`config.mk`:
```
export PLATFORM = sky130hd
export DESIGN_NAME = quire_normalize_4_0
export DESIGN_NICKNAME = d
export VERILOG_FILES = /design/src/rtl/quire_normalize_4_0_pkg.sv /design/src/rtl/quire_normalize_4_0_lzc.sv /design/src/rtl/quire_normalize_4_0.sv
export SDC_FILE = /design/constraint.sdc
export NUM_CORES = 1
export LEC_CHECK = 0
export CORE_MARGIN = 10
export CORE_UTILIZATION = 60
export DETAILED_ROUTE_END_ITERATION = 7
export PLACE_DENSITY = 0.86
export RECOVER_POWER = 50
export SLEW_MARGIN = 20
export SYNTH_ARGS = -nofsm -noshare
export SYNTH_HDL_FRONTEND = slang
export SYNTH_SLANG_ARGS = --single-unit
```
`constraint.sdc`:
```
create_clock -name clk -period 8.4 [get_ports clk]
set_input_delay 0.84 -clock clk [delete_from_list [all_inputs] [get_ports clk]]
set_output_delay 0.84 -clock clk [all_outputs]
set_load 0.01 [all_outputs]
```
`src/rtl/quire_normalize_4_0_pkg.sv`:
```
// Shared posit/quire sizing helpers and pipeline record types for the
// quire_4_0 normalizer.
//
// Contents:
//   get_quire_size         - quire width for a posit<nb,es> with 2^log_nb_accum headroom
//   get_quire_scale_width  - signed width able to hold any leading-one scale of that quire
//   QUIRE_BPP              - position of the 2^0 bit inside the quire
//   word_flags_t           - per-word side information carried down the pipeline
package quire_normalize_4_0_pkg;

    localparam int POSIT_WIDTH = 4;
    localparam int POSIT_ES    = 0;

    // Minimum quire holding the exact product of two posits
    // (useed^2 range on both sides of the binary point plus a sign bit).
    localparam int NQMIN = ((1 << (POSIT_ES + 2)) * (POSIT_WIDTH - 2)) + 1;

    // Bit index of weight 2^0: the fractional half of NQMIN without the sign.
    localparam int QUIRE_BPP = (NQMIN - 1) / 2;

    function automatic int get_quire_size(input int nb, input int es, input int log_nb_accum);
        return ((1 << (es + 2)) * (nb - 2)) + 1 + log_nb_accum;
    endfunction

    // Leading-one position ranges over the whole quire, so one bit more than
    // its index width covers every scale with sign.
    function automatic int get_quire_scale_width(input int nb, input int es, input int log_nb_accum);
        return $clog2(get_quire_size(nb, es, log_nb_accum)) + 1;
    endfunction

    typedef struct packed {
        logic sow;
        logic eow;
        logic sign;
        logic zero;
        logic nar;
    } word_flags_t;

endpackage

```
`src/rtl/quire_normalize_4_0_lzc.sv`:
```
// Combinational leading-zero counter.
//
// Ports:
//   data   in   WIDTH   value to scan, MSB first
//   count  out  CW      number of zeros above the leading one; WIDTH when data is 0
module quire_normalize_4_0_lzc #(
    parameter  int WIDTH = 19,
    localparam int CW    = $clog2(WIDTH) + 1
) (
    input  logic [WIDTH-1:0] data,
    output logic [CW-1:0]    count
);

    // NOTE: count gets its all-zero value before the scan so every path
    // through the block assigns it and no latch is inferred.
    always_comb begin
        count = CW'(WIDTH);
        // Ascending scan: the last hit is the highest set bit.
        for (int i = 0; i < WIDTH; i++) begin
            if (data[i]) begin
                count = CW'(WIDTH - 1 - i);
            end
        end
    end

endmodule

```
`src/rtl/quire_normalize_4_0.sv`:
```
// Quire normalizer: takes the two's-complement quire stream from quire_4_0 and
// emits sign / scale / fraction / guard / sticky for the posit rounding stage.
// Three pipeline stages (magnitude, leading-zero shift, field split) behind a
// one-entry skid latch, rts/rtr/sow/eow handshake on both sides.
//
// Ports:
//   clk, rst_n           clock, asynchronous active-low reset
//   rts_i / rtr_o        upstream valid / registered ready
//   sow_i, eow_i         window markers of the incoming word
//   data_i               quire, binary point between bits 4 and 3
//   sign_i               informational copy of data_i MSB (not used)
//   zero_i, NaR_i        quire flags
//   rtr_i / rts_o        downstream ready / output valid
//   sow_o, eow_o         window markers travelling with the word
//   fraction_o           FRAC_OUT bits below the leading one
//   scale_o              signed leading-one position relative to 2^0
//   guard_o, sticky_o    first dropped bit, OR of the rest
//   sign_o, zero_o, NaR_o  result classification
module quire_normalize_4_0
    import quire_normalize_4_0_pkg::*;
#(
    parameter  int LOG_NB_ACCUM = 10,
    parameter  int FRAC_OUT     = 4,
    parameter  bit EOW_ONLY     = 1'b1,
    localparam int QUIRE_SIZE   = get_quire_size(POSIT_WIDTH, POSIT_ES, LOG_NB_ACCUM),
    localparam int SCALE_W      = get_quire_scale_width(POSIT_WIDTH, POSIT_ES, LOG_NB_ACCUM)
) (
    input  logic                      clk,
    input  logic                      rst_n,
    input  logic                      rts_i,
    output logic                      rtr_o,
    input  logic                      sow_i,
    input  logic                      eow_i,
    input  logic [QUIRE_SIZE-1:0]     data_i,
    input  logic                      sign_i,
    input  logic                      zero_i,
    input  logic                      NaR_i,
    input  logic                      rtr_i,
    output logic                      rts_o,
    output logic                      sow_o,
    output logic                      eow_o,
    output logic [FRAC_OUT-1:0]       fraction_o,
    output logic signed [SCALE_W-1:0] scale_o,
    output logic                      guard_o,
    output logic                      sticky_o,
    output logic                      sign_o,
    output logic                      zero_o,
    output logic                      NaR_o
);

    localparam int NORM_W = QUIRE_SIZE - 1;   // normalized bits below the leading one

    // data_i MSB is the authoritative sign; sign_i is deliberately ignored.
    logic sign_unused;
    assign sign_unused = sign_i;

    // ---------------------------------------------------------------- handshake
    logic process_en;
    logic receive_en;
    logic stage_en0;
    logic pass_word;

    assign process_en = rtr_i | ~rts_o;
    assign receive_en = rts_i & rtr_o;

    // rtr_o is one cycle late, so a word can arrive in the cycle the pipe
    // stalls; the skid latch catches exactly that one word.
    logic                  latched;
    logic [QUIRE_SIZE-1:0] skid_data;
    logic                  skid_sow;
    logic                  skid_eow;
    logic                  skid_zero;
    logic                  skid_nar;

    // NOTE: state registers use non-blocking assignments so every flop samples
    // pre-edge values regardless of block evaluation order.
    always_ff @(posedge clk or negedge rst_n) begin
        if (!rst_n) begin
            rtr_o     <= 1'b0;
            latched   <= 1'b0;
            skid_data <= '0;
            skid_sow  <= 1'b0;
            skid_eow  <= 1'b0;
            skid_zero <= 1'b0;
            skid_nar  <= 1'b0;
        end else begin
            rtr_o <= process_en;
            if (process_en) begin
                latched <= 1'b0;
            end else if (receive_en) begin
                latched   <= 1'b1;
                skid_data <= data_i;
                skid_sow  <= sow_i;
                skid_eow  <= eow_i;
                skid_zero <= zero_i;
                skid_nar  <= NaR_i;
            end
        end
    end

    // Latched word has priority: it arrived before whatever is on the inputs.
    logic [QUIRE_SIZE-1:0] in_data;
    logic                  in_sow;
    logic                  in_eow;
    logic                  in_zero;
    logic                  in_nar;
    logic [QUIRE_SIZE-1:0] in_mag;

    assign in_data = latched ? skid_data : data_i;
    assign in_sow  = latched ? skid_sow  : sow_i;
    assign in_eow  = latched ? skid_eow  : eow_i;
    assign in_zero = latched ? skid_zero : zero_i;
    assign in_nar  = latched ? skid_nar  : NaR_i;

    // Unsigned QUIRE_SIZE-bit result: negating the most negative quire wraps
    // to 2^(QUIRE_SIZE-1), which is exactly its magnitude.
    assign in_mag = in_data[QUIRE_SIZE-1] ? -in_data : in_data;

    assign stage_en0 = process_en & (receive_en | latched);
    // Filtered words are still consumed; they simply never occupy stage 1.
    assign pass_word = stage_en0 & (~EOW_ONLY | in_eow);

    // ---------------------------------------------------------------- stage 1
    logic                  s1_staged;
    word_flags_t           s1_flags;
    logic [QUIRE_SIZE-1:0] s1_mag;

    always_ff @(posedge clk or negedge rst_n) begin
        if (!rst_n) begin
            s1_staged <= 1'b0;
            s1_flags  <= '0;
            s1_mag    <= '0;
        end else if (process_en) begin
            s1_staged <= pass_word;
            if (pass_word) begin
                s1_flags <= '{sow:  in_sow,
                              eow:  in_eow,
                              sign: in_data[QUIRE_SIZE-1],
                              zero: in_zero | (in_mag == '0),
                              nar:  in_nar};
                s1_mag   <= in_mag;
            end else begin
                s1_flags <= '0;
                s1_mag   <= '0;
            end
        end
    end

    // ---------------------------------------------------------------- stage 2
    logic [SCALE_W-1:0]        lzc_count;
    logic [NORM_W-1:0]         norm_nxt;
    logic signed [SCALE_W-1:0] scale_nxt;

    quire_normalize_4_0_lzc #(
        .WIDTH (QUIRE_SIZE)
    ) u_lzc (
        .data  (s1_mag),
        .count (lzc_count)
    );

    // The leading one lands in the MSB and is dropped (hidden bit), so only
    // the bits below it need shifting.
    assign norm_nxt  = s1_mag[NORM_W-1:0] << lzc_count;
    assign scale_nxt = SCALE_W'(QUIRE_SIZE - 1 - QUIRE_BPP) - SCALE_W'(lzc_count);

    logic                      s2_staged;
    word_flags_t               s2_flags;
    logic [NORM_W-1:0]         s2_norm;
    logic signed [SCALE_W-1:0] s2_scale;

    always_ff @(posedge clk or negedge rst_n) begin
        if (!rst_n) begin
            s2_staged <= 1'b0;
            s2_flags  <= '0;
            s2_norm   <= '0;
            s2_scale  <= '0;
        end else if (process_en) begin
            s2_staged <= s1_staged;
            if (s1_staged) begin
                s2_flags <= s1_flags;
                s2_norm  <= norm_nxt;
                s2_scale <= scale_nxt;
            end else begin
                s2_flags <= '0;
                s2_norm  <= '0;
                s2_scale <= '0;
            end
        end
    end

    // ---------------------------------------------------------------- stage 3
    logic                      sign_nxt;
    logic                      zero_nxt;
    logic                      nar_nxt;
    logic signed [SCALE_W-1:0] scale_o_nxt;
    logic [FRAC_OUT-1:0]       frac_nxt;
    logic                      guard_nxt;
    logic                      sticky_nxt;

    // NaR outranks zero; both suppress every numeric field.
    always_comb begin
        sign_nxt    = 1'b0;
        zero_nxt    = 1'b0;
        nar_nxt     = 1'b0;
        scale_o_nxt = '0;
        frac_nxt    = '0;
        guard_nxt   = 1'b0;
        sticky_nxt  = 1'b0;
        if (s2_staged) begin
            if (s2_flags.nar) begin
                nar_nxt = 1'b1;
            end else if (s2_flags.zero) begin
                zero_nxt = 1'b1;
            end else begin
                sign_nxt    = s2_flags.sign;
                scale_o_nxt = s2_scale;
                frac_nxt    = s2_norm[NORM_W-1 -: FRAC_OUT];
                guard_nxt   = s2_norm[NORM_W-1-FRAC_OUT];
                sticky_nxt  = |s2_norm[NORM_W-2-FRAC_OUT:0];
            end
        end
    end

    logic s3_staged;

    // Outputs only move with process_en, which holds them under back-pressure.
    always_ff @(posedge clk or negedge rst_n) begin
        if (!rst_n) begin
            s3_staged  <= 1'b0;
            sow_o      <= 1'b0;
            eow_o      <= 1'b0;
            sign_o     <= 1'b0;
            zero_o     <= 1'b0;
            NaR_o      <= 1'b0;
            scale_o    <= '0;
            fraction_o <= '0;
            guard_o    <= 1'b0;
            sticky_o   <= 1'b0;
        end else if (process_en) begin
            s3_staged  <= s2_staged;
            sow_o      <= s2_flags.sow;
            eow_o      <= s2_flags.eow;
            sign_o     <= sign_nxt;
            zero_o     <= zero_nxt;
            NaR_o      <= nar_nxt;
            scale_o    <= scale_o_nxt;
            fraction_o <= frac_nxt;
            guard_o    <= guard_nxt;
            sticky_o   <= sticky_nxt;
        end
    end

    assign rts_o = s3_staged;

endmodule

```
==> summary.txt <==
Logic synthesis
  • Synthesized cell area: ~0.0056 sq mm
  • Simple-gate share of the synthesized area: about a fifth
  • Predominant post-synthesis flop cell: dfrtp_1
  • #FFs+latches synth: 95
  • Post-synthesis adder-cell area fraction: less than 1%
  • Synth Instances: between 500 and 600
  • Largest family of logic cells by synthesized area: compound AO/OA/AOI/OAI gates
  • Seq/Total Area, Yosys: a little over two fifths
  • Post-synth EDFFs: 0
  • Compound-cell area share of the yosys netlist: roughly a fifth
  • YS warnings: 0
  • Avg Cell Area, Syn: approximately 9.4 sq um
  • Syn_nets: between 600 and 700
  • Ys async rst share: 100%
  • Synth unique cells: 72
  • Post-Synth XOR/XNOR Area: 2.65%
  • Mux cell area share after synthesis: 11.5%

Cells and area
  • Most frequent cells in the layout: dfrtp_1 (95), nand2_1 (71), o21ai_0 (43), nor2_1 (41), clkdlybuf4s50_1 (36)
  • Fin nets: approximately 650
  • Share of cells above drive strength 1: 10.7%
  • Layout fillers: roughly 730
  • Antenna Cells: 0
  • Layout area overhead: 11.5%
  • Most common cell after layout, fill and taps aside: dfrtp_1

Power and ir drop
  • Pwr Density: between 300 and 400 mW/mm^2
  • Power consumption: 2.01 mW
  • Max VDD drop: ~0.00015 V
  • Pleak: 2.61 nW

CTS
  • Clk_lat worst skew: between 0.3 and 0.4 ns
  • Cts hold-fix bufs: 0
  • Post-CTS Setup Bufs: 0
  • Clk buf depth: 2
  • CTS tree: built
  • Post-CTS Resized: 0
  • CTS buffer count: 9
  • Root Driver: clkbuf_8
  • Worst-path clk slew: 0.10 ns
  • H-tree depth: 3
  • CTS Sinks: 95

Timing
  • Unrepaired setup endpoints after global routing: false
  • Final Hold Viols: 0
  • Fin. max-slew vios: 98
  • Maximum clock rate: between 200 and 250 MHz
  • Final setup vio count: 0
  • Worst slew pin tran: 3.09 ns
  • Post-layout minimum cycle time: 4.64 ns
  • Rel. slew slack: -106%
  • Final period util: ~55%
  • Final setup TNS: 0 ns
  • Clock Skews: ~0.016 ns

Routing
  • WL/cell: ~19 um
  • DRC errors left: 0
  • Vias: around 4800
  • Post-Route WL: ~14 mm
  • ANT nets after route: 0
  • Drt pass-1 iters: 6
  • Drt via density: around 6.5
  • Initial drt markers: 434

Outcome
  • Failing checks: capacitance limit, slew limit
  • Status: complete, but fails checks

Placed design
  • Port Buf Inserts: between 40 and 50
  • GP Congestion: between 0.9 and 1
  • Half-perimeter wire length after placement: about 10 mm

Floorplan
  • Core Area: just over 0.009 sq mm
  • IO Count: between 40 and 50
  • Die H: approximately 120 um
  • Die Wd: between 100 and 150 um
  • Initial Util: 61.0%
  • Cell Rows: 35
  • Die Footprint: about 0.014 sq mm

Critical path
  • CP required: between 8 and 9 ns
  • Worst Setup Start Kind: input pin
  • Crit path kind: input pin to async pin
  • Critical Path Max Stage Delay: about 2.3 ns
  • CP Cell Sequence: clkbuf_1, clkbuf_1
  • Crit path buffers/inverters: 2
  • Crit path DAT: roughly 4.4 ns
  • Critical path fanouts, max: 60
  • CP endpoint kind: async pin
  • Slowest library cell on the worst path: clkbuf_1
  • Delay-heaviest family, CP: buffers and inverters
  • Most numerous cell on the critical path: clkbuf_1

GRT
  • Total track usage: between 20% and 30%
  • Vias in the first global route: between 4000 and 5000
  • Antenna violations before repair: 0
  • GRT overflow: 0
  • First-pass GRT wire length: 23.7 mm
  • Largest net degree at the start of global routing: 70

Job
  • Max-cap violations: 2

Worst hold path
  • Min-Delay Path Class: flop to flop
-- cells by family (layout without fill, tap and decap cells) --
family                   count (synthesis)  in the layout
buffers and inverters                   50             79
AND/OR/NAND/NOR                        209            209
AO/OA/AOI/OAI                          167            167
XOR/XNOR                                17             17
adder cells (fa/ha/maj)                  2              2
multiplexers                            59             59
flip-flops                              95             95
-- per-layer routing --
| layer | share of wire [%] | global-route usage, % | up-vias |
|---|---|---|---|
| li1 | - | - | 2284 |
| met3 | 6.6 | 4.52 | 26 |
| met1 | 42 | 26.2 | 2308 |
| met2 | 50 | 36.5 | 215 |
| met5 | 0 | 0 | - |
| met4 | 2.2 | 7.08 | 0 |
-- cell type report --
type                    instances  area (sq um)  share of cell area (%)
clock buffers                  10           138                    2.20
clock inverters                 6          50.0                   0.800
inverters                      13          51.3                   0.820
multi-input cells             454          3020                    48.3
flip-flops and latches         95          2380                    38.0
well taps                     111           139                    2.22
repair buffers                 50           478                    7.64
-- path summary, 6_finish.rpt --
check	start	to	slack, ns	depth (start not counted)
min reg2reg	NaR_o	NaR_o	0.47	2
max	rst_n	skid_data[4]	3.76	2
max reg2reg	latched	s1_flags[1]	5.01	8
min	NaR_o	NaR_o	0.47	2
min in group asynchronous	rst_n	sign_o	0.94	1
max in group clk	data_i[0]	s1_flags[1]	4.84	10
-- worst min-delay path, stage by stage, from the launching register on --
cell	delay (ns)
dfrtp_1	0.35
nand2_1	0.05
nand2_1	0.04
-- registers in the layout (all words and copies together), names as in the netlist, 4 cells and up --
name,cells
fraction_o,4
s1_flags,4
s1_mag,19
s2_flags,4
s2_norm,18
s2_scale,6
scale_o,6
skid_data,19
-- through the flow --
stage	hold slack [ns]	area (sq um)	std cells	setup WS, ns	utilization (%)
2_1_floorplan	0.439	5610	599	5.37	-
3_3_place_gp	0.452	6080	723	4.56	66.1
3_5_place_dp	0.456	6080	723	4.45	66.1
4_1_cts	0.402	6260	739	4.85	68.1
5_1_grt	0.512	6260	739	2.92	68.0
6_report	0.471	6260	739	3.76	68.0
-- Yosys cell counts (all sizes together) (4+ instances only) --
| cell type | number | share of area, % |
|---|---|---|
| and2 | 5 | 0.56 |
| dfrtp | 95 | 42 |
| nand3 | 29 | 2.6 |
| o21ai | 46 | 4.2 |
| nand2b | 5 | 0.56 |
| a22oi | 9 | 1.3 |
| nor3b | 4 | 0.53 |
| mux2i | 29 | 5.2 |
| nand4 | 4 | 0.45 |
| clkbuf | 20 | 1.3 |
| o211ai | 6 | 0.80 |
| xnor2 | 10 | 1.6 |
| o31ai | 9 | 1.2 |
| a21oi | 25 | 2.2 |
| nor3 | 14 | 1.4 |
| a211oi | 4 | 0.62 |
| a32oi | 6 | 0.94 |
| nor2 | 41 | 2.7 |
| a31oi | 5 | 0.56 |
| buf | 17 | 1.7 |
| o311ai | 6 | 0.94 |
| a22o | 25 | 3.9 |
| mux2 | 29 | 5.8 |
| o22ai | 5 | 0.56 |
| inv | 13 | 0.91 |
| nor4 | 13 | 1.7 |
| xor2 | 7 | 1.1 |
| nand2 | 72 | 4.9 |
| nor2b | 5 | 0.56 |
-- where the power goes --
group          leakage, nW  switching (mW)  internal, mW
combinational         1.26           0.616         0.387
sequential            1.26           0.130         0.581
clock               0.0956           0.172         0.121
total                 2.61           0.919          1.09
(Power assumes the default switching activity.)
